<file path="src/rtl/ram_arbiter.sv">
`default_nettype none
// ============================================================================
//  Module      : ram_arbiter
//  Description : Shares the 16-word register RAM between instruction fetch
//                (port 0) and data load/store (port 1). Round-robin by
//                default; define ARB_FIXED_PRIO_EN for fixed port-0 priority.
//  Revision    : 1.0  initial release
// ============================================================================
module ram_arbiter #(
    parameter int DW = 8
) (
    input  logic          clk,
    input  logic          reset_n,
    input  logic          req0,
    input  logic          req1,
    input  logic          we0,
    input  logic          we1,
    input  logic [0:3]    addr0,
    input  logic [0:3]    addr1,
    input  logic [DW-1:0] wdata0,
    input  logic [DW-1:0] wdata1,
    output logic          gnt0,
    output logic          gnt1,
    output logic          done0,
    output logic          done1,
    output logic [DW-1:0] rdata,
    output logic [0:3]    adress,
    output logic          enram,
    output logic          ram_we,
    output logic [DW-1:0] ram_wdata,
    input  logic [DW-1:0] ram_rdata
);

    typedef enum logic [1:0] {
        ST_IDLE   = 2'd0,
        ST_ACCESS = 2'd1,
        ST_RESP   = 2'd2
    } state_t;

    state_t          r_state;
    state_t          w_state_nxt;
    logic            r_port;
    logic            r_we;
    logic [0:3]      r_addr;
    logic [DW-1:0]   r_wdata;
    logic [DW-1:0]   r_rdata;
    logic            r_done0;
    logic            r_done1;
    logic            w_win;
    logic            w_load;

    // w_win: index of the port that would win arbitration right now
`ifdef ARB_FIXED_PRIO_EN
    assign w_win = ~req0;
`else
    logic r_last;

    assign w_win = (req0 && req1) ? ~r_last : req1;

    always_ff @(posedge clk or negedge reset_n) begin
        if (!reset_n) begin
            r_last <= 1'b1;
        end else if (r_state == ST_ACCESS) begin
            r_last <= r_port;
        end
    end
`endif

    always_comb begin
        w_state_nxt = r_state;
        w_load      = 1'b0;
        case (r_state)
            ST_IDLE: begin
                if (req0 || req1) begin
                    w_load      = 1'b1;
                    w_state_nxt = ST_ACCESS;
                end
            end
            ST_ACCESS: begin
                w_state_nxt = ST_RESP;
            end
            ST_RESP: begin
                // Chain straight into the other port only if it wins arbitration
                if ((req0 || req1) && (w_win != r_port)) begin
                    w_load      = 1'b1;
                    w_state_nxt = ST_ACCESS;
                end else begin
                    w_state_nxt = ST_IDLE;
                end
            end
            default: begin
                w_state_nxt = ST_IDLE;
            end
        endcase
    end

    always_ff @(posedge clk or negedge reset_n) begin
        if (!reset_n) begin
            r_state <= ST_IDLE;
        end else begin
            r_state <= w_state_nxt;
        end
    end

    always_ff @(posedge clk or negedge reset_n) begin
        if (!reset_n) begin
            r_port  <= 1'b0;
            r_we    <= 1'b0;
            r_addr  <= 4'b0000;
            r_wdata <= '0;
            r_rdata <= '0;
            r_done0 <= 1'b0;
            r_done1 <= 1'b0;
        end else begin
            r_done0 <= 1'b0;
            r_done1 <= 1'b0;
            if (w_load) begin
                r_port  <= w_win;
                r_we    <= w_win ? we1 : we0;
                r_addr  <= w_win ? addr1 : addr0;
                r_wdata <= w_win ? wdata1 : wdata0;
            end
            if (r_state == ST_ACCESS) begin
                r_done0 <= ~r_port;
                r_done1 <= r_port;
                if (!r_we) begin
                    r_rdata <= ram_rdata;
                end
            end
        end
    end

    // Grant is asserted in the cycle the request is accepted; masked in reset
    assign gnt0      = reset_n & w_load & ~w_win;
    assign gnt1      = reset_n & w_load & w_win;
    assign done0     = r_done0;
    assign done1     = r_done1;
    assign rdata     = r_rdata;
    assign enram     = (r_state == ST_ACCESS);
    assign adress    = enram ? r_addr : 4'b0000;
    assign ram_we    = enram & r_we;
    assign ram_wdata = enram ? r_wdata : '0;

endmodule
`default_nettype wire

</file>
<file path="config.mk">
export PLATFORM = sky130hd
export DESIGN_NAME = ram_arbiter
export DESIGN_NICKNAME = d
export VERILOG_FILES = /design/src/rtl/ram_arbiter.sv
export SDC_FILE = /design/constraint.sdc
export NUM_CORES = 1
export LEC_CHECK = 0
export CAP_MARGIN = 20
export CORE_MARGIN = 3
export CORE_UTILIZATION = 43
export CTS_BUF_LIST = sky130_fd_sc_hd__clkbuf_16
export DETAILED_ROUTE_END_ITERATION = 10
export MAX_ROUTING_LAYER = met4
export PLACE_DENSITY = 0.92
export SLEW_MARGIN = 20
export SYNTH_ARGS = -nofsm -noshare
export SYNTH_HDL_FRONTEND = slang
export SYNTH_SLANG_ARGS = --single-unit
export TNS_END_PERCENT = 50
</file>
<file path="constraint.sdc">
create_clock -name clk -period 5.9 [get_ports clk]
set_clock_uncertainty 0.1 [all_clocks]
set_input_delay 1.18 -clock clk [delete_from_list [all_inputs] [get_ports clk]]
set_output_delay 1.18 -clock clk [all_outputs]
set_load 0.02 [all_outputs]
</file>
==> results.tsv, run 1 <==
metric	value	unit
status	complete, no violations	
Sink Count	27	
cell row count	19	
Yosys warnings	0	
root cell of the clock tree	clkbuf_16	
Starting Density	46.66	%
Final nets	201	
achievable clock frequency	203.9	MHz
largest family of logic cells by synthesized area	multiplexers	
crit-path cells	clkdlybuf4s50_1, a21boi_4, buf_4, mux2i_2, a211oi_4, buf_4, and3b_1, clkdlybuf4s50_1	
maximum VDD drop	0.0002597	V
GP Congestion	0.7550	
Area after DPL	1993	um2
slowest CP cell	clkdlybuf4s50_1	
syn_nets	133	
Crit path required time	4.62	ns
Mapped Area	1320	um2
Post-CTS Setup Bufs	0	
I/O Pins	64	
Ant. Diodes	0	
share of cells above drive strength 1	27.78	%
drt first pass iters	4	
Slew Viols, Final	0	
Pwr Density	505.3	nW/um2
XOR/XNOR Fraction of Synth Area	0	%
Slew headroom	56.93	%
Vias/cell	4.990	
die area	3771	um2
TritonCTS clock tree	done	
LEAKAGE	0.0008847	uW
DR WL/cell	16.45	um
clock slew at reported path FFs	0.06	ns
vias in the first global route	1083	
Synth Area in Compound Gates	4.739	%
die width	61.41	um
Final Cycle Share	83.14	%
GRT Util Overall	18.14	%
total grt overflow	0	
Synth Instances	95	
endpoints failing setup	0	
RSZ-0062 raised after global routing	no	
Worst Tran Pin Value	0.6436	ns
fin area	2073	um2
Die Y-Extent	61.41	um
Crit Path Max Fanout	16	
setup tns final	0	ns
kind of critical path	primary input to output pin	
Final Routed Wirelength	3174	um
# H-tree levels	1	
first-pass GRT wire length	4857	um
via count	963	
Area contributors post-synth	dfrtp_1, mux2_2, mux2_4	
Post-Synth Simple-Gate Area	9.668	%
Residual DRC	0	
multiplexer share of the synthesized area	32.04	%
Reg2Reg Setup Slack	3.87	ns
clk_lat worst skew	0.26	ns
IO Port Bufs	63	
minimum clock period	4.905	ns
Synth area leader	dfrtp_1	
Avg Inst Size Synth	13.89	um2
maximum number of pins on one net before global-route repair	30	
Startpoint Class	primary input	
number of fill cells in the layout	170	
CP max stage delay	0.62	ns
top cell type's share of synthesized area	49.29	%
Max-Cap Viols	0	
clock buffer count from CTS	3	
Yosys cell types	20	
hold-fix buffers at CTS	0	
Adder-Cell Fraction of Synth Area	0	%
Layout area overhead	57.06	%
core area	2829	um2
Routed Antenna Nets	0	
Yosys reg bits	27	
Post-CTS Resized	0	
clk buf depth	2	
antenna violations before repair	0	
CP Data Arrival Time	3.63	ns
Hold Vio Cnt, Final	0	
Post-DP HPWL	2480	um
Initial DRC Count	29	
sequential area share after synthesis	51.28	%
Hold Crit Class	register to register	
Worst setup EP type	output pin	
[power breakdown]
part	switching (uW)	internal [uW]
clock	59.0	91.3
sequential	59.5	282
combinational	246	309
[stage by stage]
| stage | util [%] | setup WS (ns) | std cells | hold slack, ns | power (uW) |
|---|---|---|---|---|---|
| floorplan | - | 2.216 | 95 | 0.3721 | 668.0 |
| global placement | 70.46 | 1.095 | 189 | 0.3854 | 876.0 |
| detailed placement | 70.46 | 1.013 | 189 | 0.3911 | 902.8 |
| CTS | 73.29 | 0.9739 | 193 | 0.4058 | 1057 |
| global route | 73.29 | 0.8692 | 193 | 0.4148 | 1098 |
| finish | 73.29 | 0.9949 | 193 | 0.4041 | 1048 |
[routing by layer]
layer | global-route usage, % | up-vias | wire, um
met5 | - | - | 0
met4 | 4.545 | 0 | 14
met3 | 1.468 | 2 | 69
met2 | 35.65 | 20 | 1917
met1 | 19.28 | 479 | 1172
li1 | - | 462 | -
[path summary, 6_finish.rpt]
| path | cells past startpoint | end | start |
|---|---|---|---|
| max | 8 | gnt0 | req1 |
| min | 1 | r_wdata[6] | r_wdata[6] |
| max reg2reg | 6 | r_wdata[2] | r_last |
| min reg2reg | 1 | r_wdata[6] | r_wdata[6] |
| max in group asynchronous | 2 | r_last | reset_n |
| min in group asynchronous | 2 | rdata[0] | reset_n |
[registers in the layout, indices dropped and copies added, names as in the netlist]
register	cells
rdata	8
done1	1
r_state	2
r_addr	4
r_we	1
done0	1
r_wdata	8
r_last	1
r_port	1
[cells in the mapped netlist]
| library cell | count |
|---|---|
| a211oi_4 | 1 |
| a21boi_4 | 1 |
| a21o_1 | 1 |
| a21oi_1 | 2 |
| a31oi_1 | 1 |
| and2_1 | 14 |
| and3_1 | 1 |
| and3b_1 | 1 |
| buf_6 | 1 |
| clkbuf_1 | 2 |
| dfrtp_1 | 26 |
| dfstp_2 | 1 |
| inv_1 | 3 |
| mux2_2 | 27 |
| mux2_4 | 7 |
| mux2i_2 | 1 |
| nand2_1 | 1 |
| nand2b_1 | 1 |
| nor2_1 | 2 |
| or2b_1 | 1 |
[critical path, delay by kind of cell]
kind	cells	cell delay (ns)
buf+inv	4	1.66
compound gates	2	0.43
mux	1	0.14
simple gates	1	0.20
[final cells by class]
type / instances / area, um2 / area share, %
Clock buffer: 3 / 75.07 / 3.621
Clock inverter: 1 / 5.005 / 0.2414
Inverter: 3 / 11.26 / 0.5431
Multi-Input combinational cell: 62 / 613.1 / 29.57
Sequential cell: 27 / 676.9 / 32.65
Tap cell: 31 / 38.79 / 1.871
Timing Repair Buffer: 66 / 653.1 / 31.50
[cells by family after synthesis]
group | after synthesis
AOI/OAI and AO/OA | 6
buffers and inverters | 6
DFF | 27
muxes | 35
and+or+nand+nor | 21
[cells in the final DEF, fill, tap and decap left out]
cell	n
a211oi_4	1
a21boi_4	1
a21o_1	1
a21oi_1	2
a31oi_1	1
and2_1	14
and3_1	1
and3b_1	1
buf_4	3
clkbuf_16	3
clkdlybuf4s50_1	63
clkinv_2	1
dfrtp_1	26
dfstp_2	1
inv_1	3
mux2_2	27
mux2_4	7
mux2i_2	1
nand2_1	1
nand2b_1	1
nor2_1	2
or2b_1	1
Note: power is estimated with default switching activity, not from simulation.
==> inputs of run 2 (changes only) <==
--- a/config.mk
+++ b/config.mk
@@ -7,11 +7,11 @@
 export LEC_CHECK = 0
 export CAP_MARGIN = 20
 export CORE_MARGIN = 3
-export CORE_UTILIZATION = 43
+export CORE_UTILIZATION = 36
 export CTS_BUF_LIST = sky130_fd_sc_hd__clkbuf_16
 export DETAILED_ROUTE_END_ITERATION = 10
 export MAX_ROUTING_LAYER = met4
-export PLACE_DENSITY = 0.92
+export PLACE_DENSITY = 0.83
 export SLEW_MARGIN = 20
 export SYNTH_ARGS = -nofsm -noshare
 export SYNTH_HDL_FRONTEND = slang
==> constraint.sdc (replaced) <==
create_clock -name clk -period 4.1 [get_ports clk]
set_clock_uncertainty 0.1 [all_clocks]
set_input_delay 0.82 -clock clk [delete_from_list [all_inputs] [get_ports clk]]
set_output_delay 0.82 -clock clk [all_outputs]
set_load 0.02 [all_outputs]
==> results.tsv, run 2 (synthesized netlist as in run 1, its figures left out) <==
metric	value	unit
drt first pass iters	4	
most frequent cells in the layout	clkdlybuf4s50_1, mux2_2, dfrtp_1, and2_1, mux2_4	
maximum number of pins on one net before global-route repair	19	
clk buf depth	2	
switching share of power	34.78	%
Final Routed Wirelength	3281	um
Layout area overhead	59.24	%
Post-CTS Resized	0	
Post-DP HPWL	2591	um
clk_lat worst skew	0.26	ns
DR WL/cell	15.70	um
minimum clock period	3.701	ns
CP Data Arrival Time	2.78	ns
cell mode on critical path	clkdlybuf4s50_1	
Worst setup EP type	output pin	
Sink Count	27	
clock slew at reported path FFs	0.07	ns
Hold Crit Class	register to register	
Internal	989.9	uW
Die Y-Extent	66.56	um
commonest non-fill, non-tap cell in the layout	clkdlybuf4s50_1	
Final Cycle Share	90.27	%
achievable clock frequency	270.2	MHz
Hold Vio Cnt, Final	0	
Gate power share	53.3	%
via count	976	
# H-tree levels	1	
core area	3442	um2
Max-Cap Viols	0	
Psw	527.9	uW
maximum VDD drop	0.0002290	V
share of cells above drive strength 1	28.22	%
setup tns final	0	ns
Flop pwr share	31.9	%
vias in the first global route	1060	
Ant. Diodes	0	
TritonCTS clock tree	done	
Crit path required time	3.18	ns
first-pass GRT wire length	5099	um
endpoints failing setup	0	
Starting Density	38.35	%
clock buffer count from CTS	3	
I/O Pins	64	
number of fill cells in the layout	291	
Post-CTS Setup Bufs	0	
Residual DRC	0	
slowest CP cell	clkdlybuf4s50_1	
Reg2Reg Setup Slack	2.16	ns
Initial DRC Count	18	
status	complete, no violations	
crit-path cells	clkdlybuf4s50_1, a21boi_4, mux2i_2, a211oi_4, and3_1, clkdlybuf4s50_1	
Vias/cell	4.670	
GRT Util Overall	16.06	%
die width	66.56	um
RSZ-0062 raised after global routing	no	
antenna violations before repair	0	
Final nets	202	
Slew Viols, Final	0	
Worst Hold Margin	0.4001	ns
Startpoint Class	primary input	
CP max stage delay	0.62	ns
die area	4430	um2
GP Congestion	0.7150	
Crit Path Max Fanout	4	
hold-fix buffers at CTS	0	
Pwr Density	722.1	nW/um2
LEAKAGE	0.0008859	uW
Routed Antenna Nets	0	
root cell of the clock tree	clkbuf_16	
Clk pwr share	14.8	%
cell row count	21	
kind of critical path	primary input to output pin	
Slew headroom	55.91	%
IO Port Bufs	63	
Worst Tran Pin Value	0.6589	ns
total grt overflow	0	
-- run 2: routing by layer --
metal,track usage (%),routed length [um],up-vias
met5,-,0,-
met4,6.853,59,0
met3,2.698,187,5
met2,29.21,1718,36
met1,17.06,1315,472
li1,-,-,463
-- run 2: stage by stage --
stage	power [uW]	instance area (um2)	setup slack [ns]	cells	util (%)
CTS	1533	2102	0.3970	209	61.07
global route	1597	2102	0.2952	209	61.07
finish	1518	2102	0.3990	209	61.07
floorplan	961.2	1320	1.136	95	-
global placement	1271	2019	0.4277	205	58.67
detailed placement	1305	2019	0.3990	205	58.67
-- run 2: power groups by stage --
stage               registers [uW]  logic (uW)  clock network (uW)
floorplan                      534         427                   0
CTS                            488         818                 227
global route                   504         857                 236
detailed placement             494         812                   0
global placement               484         787                   0
finish                         485         809                 224
-- run 2: path summary, 6_finish.rpt --
kind / startpoint / end / cells past startpoint
min: r_addr[3] / r_addr[3] / 1
min reg2reg: r_addr[3] / r_addr[3] / 1
max: req1 / gnt1 / 6
max reg2reg: r_last / r_addr[3] / 5
min in group asynchronous: reset_n / r_wdata[1] / 1
max in group asynchronous: reset_n / r_last / 2
-- run 2: critical path, delay by kind of cell --
| kind | cells | cell delay [ns] |
|---|---|---|
| buffers and inverters | 2 | 1.13 |
| AOI/OAI and AO/OA | 2 | 0.52 |
| and+or+nand+nor | 1 | 0.20 |
| muxes | 1 | 0.11 |
-- run 2: final cells by class --
class                   instances  area (um2)  share of cell area (%)
well taps                      46       57.56                   2.738
multi-input cells              62       613.1                   29.17
clock buffers                   3       75.07                   3.571
flip-flops and latches         27       676.9                   32.20
clock inverters                 1       7.507                  0.3571
inverters                       3       11.26                  0.5357
repair buffers                 67       660.6                   31.43
==> inputs of run 3 (changes only) <==
--- a/config.mk
+++ b/config.mk
@@ -6,7 +6,7 @@
 export NUM_CORES = 1
 export LEC_CHECK = 0
 export CAP_MARGIN = 20
-export CORE_MARGIN = 3
+export CORE_MARGIN = 5
 export CORE_UTILIZATION = 36
 export CTS_BUF_LIST = sky130_fd_sc_hd__clkbuf_16
 export DETAILED_ROUTE_END_ITERATION = 10
==> results.tsv, run 3 (synthesized netlist as in run 1, its figures left out) <==
metric	value	unit
die width	70.56	um
Routed Antenna Nets	0	
crit-path cells	clkdlybuf4s50_1, a21boi_4, mux2i_2, a211oi_4, and3b_1, clkdlybuf4s50_1	
Final nets	202	
root cell of the clock tree	clkbuf_16	
Post-DP HPWL	2650	um
Area after DPL	2022	um2
Reg-to-Reg Start	r_last	
Max-Cap Viols	0	
CP Data Arrival Time	2.82	ns
via count	983	
Slew Viols, Final	0	
slowest CP cell	clkdlybuf4s50_1	
Hold Vio Cnt, Final	0	
cell row count	22	
LEAKAGE	0.0008897	uW
Starting Density	36.61	%
most frequent cells in the layout	clkdlybuf4s50_1, mux2_2, dfrtp_1, and2_1, mux2_4	
first-pass GRT wire length	5451	um
Layout area overhead	59.24	%
Pwr Density	715.7	nW/um2
maximum VDD drop	0.0003360	V
commonest non-fill, non-tap cell in the layout	clkdlybuf4s50_1	
hold-fix buffers at CTS	0	
Slew headroom	58.78	%
Residual DRC	0	
Reg2Reg Setup Slack	2.18	ns
setup tns final	0	ns
Crit path required time	3.18	ns
minimum clock period	3.745	ns
GP Congestion	0.7398	
endpoints failing setup	0	
Sink Count	27	
Reg2Reg Depth	5	
Post-CTS Setup Bufs	0	
die area	4978	um2
share of cells above drive strength 1	28.22	%
CP max stage delay	0.61	ns
Final Cycle Share	91.34	%
clk buf depth	2	
Hold Crit Start	r_wdata[3]	
Worst Tran Pin Value	0.6161	ns
maximum number of pins on one net before global-route repair	22	
clock buffer count from CTS	3	
DR WL/cell	15.33	um
RSZ-0062 raised after global routing	no	
Ant. Diodes	0	
Final Routed Wirelength	3235	um
Die Y-Extent	70.56	um
drt first pass iters	4	
clk_lat worst skew	0.26	ns
Post-CTS Resized	0	
status	complete, no violations	
kind of critical path	primary input to output pin	
Hold Crit Class	register to register	
Critical R2R Capture	r_wdata[6]	
TritonCTS clock tree	done	
Worst Slack Setup Final	0.3552	ns
Hold Path Sink	r_wdata[3]	
cell mode on critical path	clkdlybuf4s50_1	
clock slew at reported path FFs	0.06	ns
worst hold stages	1	
Startpoint Class	primary input	
vias in the first global route	1122	
IO Port Bufs	63	
GRT Util Overall	14.20	%
total power	1504	uW
Vias/cell	4.659	
# H-tree levels	1	
Initial DRC Count	25	
total grt overflow	0	
antenna violations before repair	0	
core area	3606	um2
Crit Path Max Fanout	4	
achievable clock frequency	267.0	MHz
Place WS	0.3675	ns
fin area	2102	um2
I/O Pins	64	
Worst setup EP type	output pin	
run 3: changes by cell type in the layout (fill, tap and decap cells not counted), sizes merged:
cell	previous run	this run
clkinv	0	1
clkinvlp	1	0
run 3: routing by layer:
layer | share of wire (%) | global-route usage, % | vias to the layer above
met5 | 0 | - | -
met4 | 2.1 | 5.846 | 0
met3 | 4.9 | 2.415 | 6
met2 | 53 | 25.16 | 40
met1 | 40 | 15.78 | 475
li1 | - | - | 462
run 3: stage by stage:
stage	hold slack [ns]	instances	util [%]
6_report	0.4015	211	58.29
5_1_grt	0.4247	211	58.29
2_1_floorplan	0.3721	95	-
3_5_place_dp	0.3901	207	56.07
3_3_place_gp	0.3804	207	56.07
4_1_cts	0.4039	211	58.29
run 3: final cells by class:
class,instances,area [um2]
clock buffers,3,75.07
clock inverters,1,5.005
fillers,300,1504
inverters,3,11.26
flip-flops and latches,27,676.9
well taps,48,60.06
repair buffers,67,660.6
multi-input cells,62,613.1
run 3: power by group:
group	total [uW]	internal, uW	leakage [uW]	switching [uW]
sequential	492	406	0.000320	85.6
combinational	799	451	0.000529	348
clock	214	131	0.0000409	82.7
run 3: worst max-delay path by stage:
stage | start | to | cells after the start
after floorplan | req1 | gnt0 | 5
after detailed placement | req1 | gnt0 | 6
after global placement | req1 | gnt0 | 6
after CTS | req1 | gnt0 | 6
final | req1 | gnt0 | 6
after global routing | req1 | gnt0 | 6
run 3: critical path, delay by kind of cell:
kind | cells | cell delay, ns
and+or+nand+nor | 1 | 0.22
buffers and inverters | 2 | 1.14
muxes | 1 | 0.11
AOI/OAI and AO/OA | 2 | 0.54
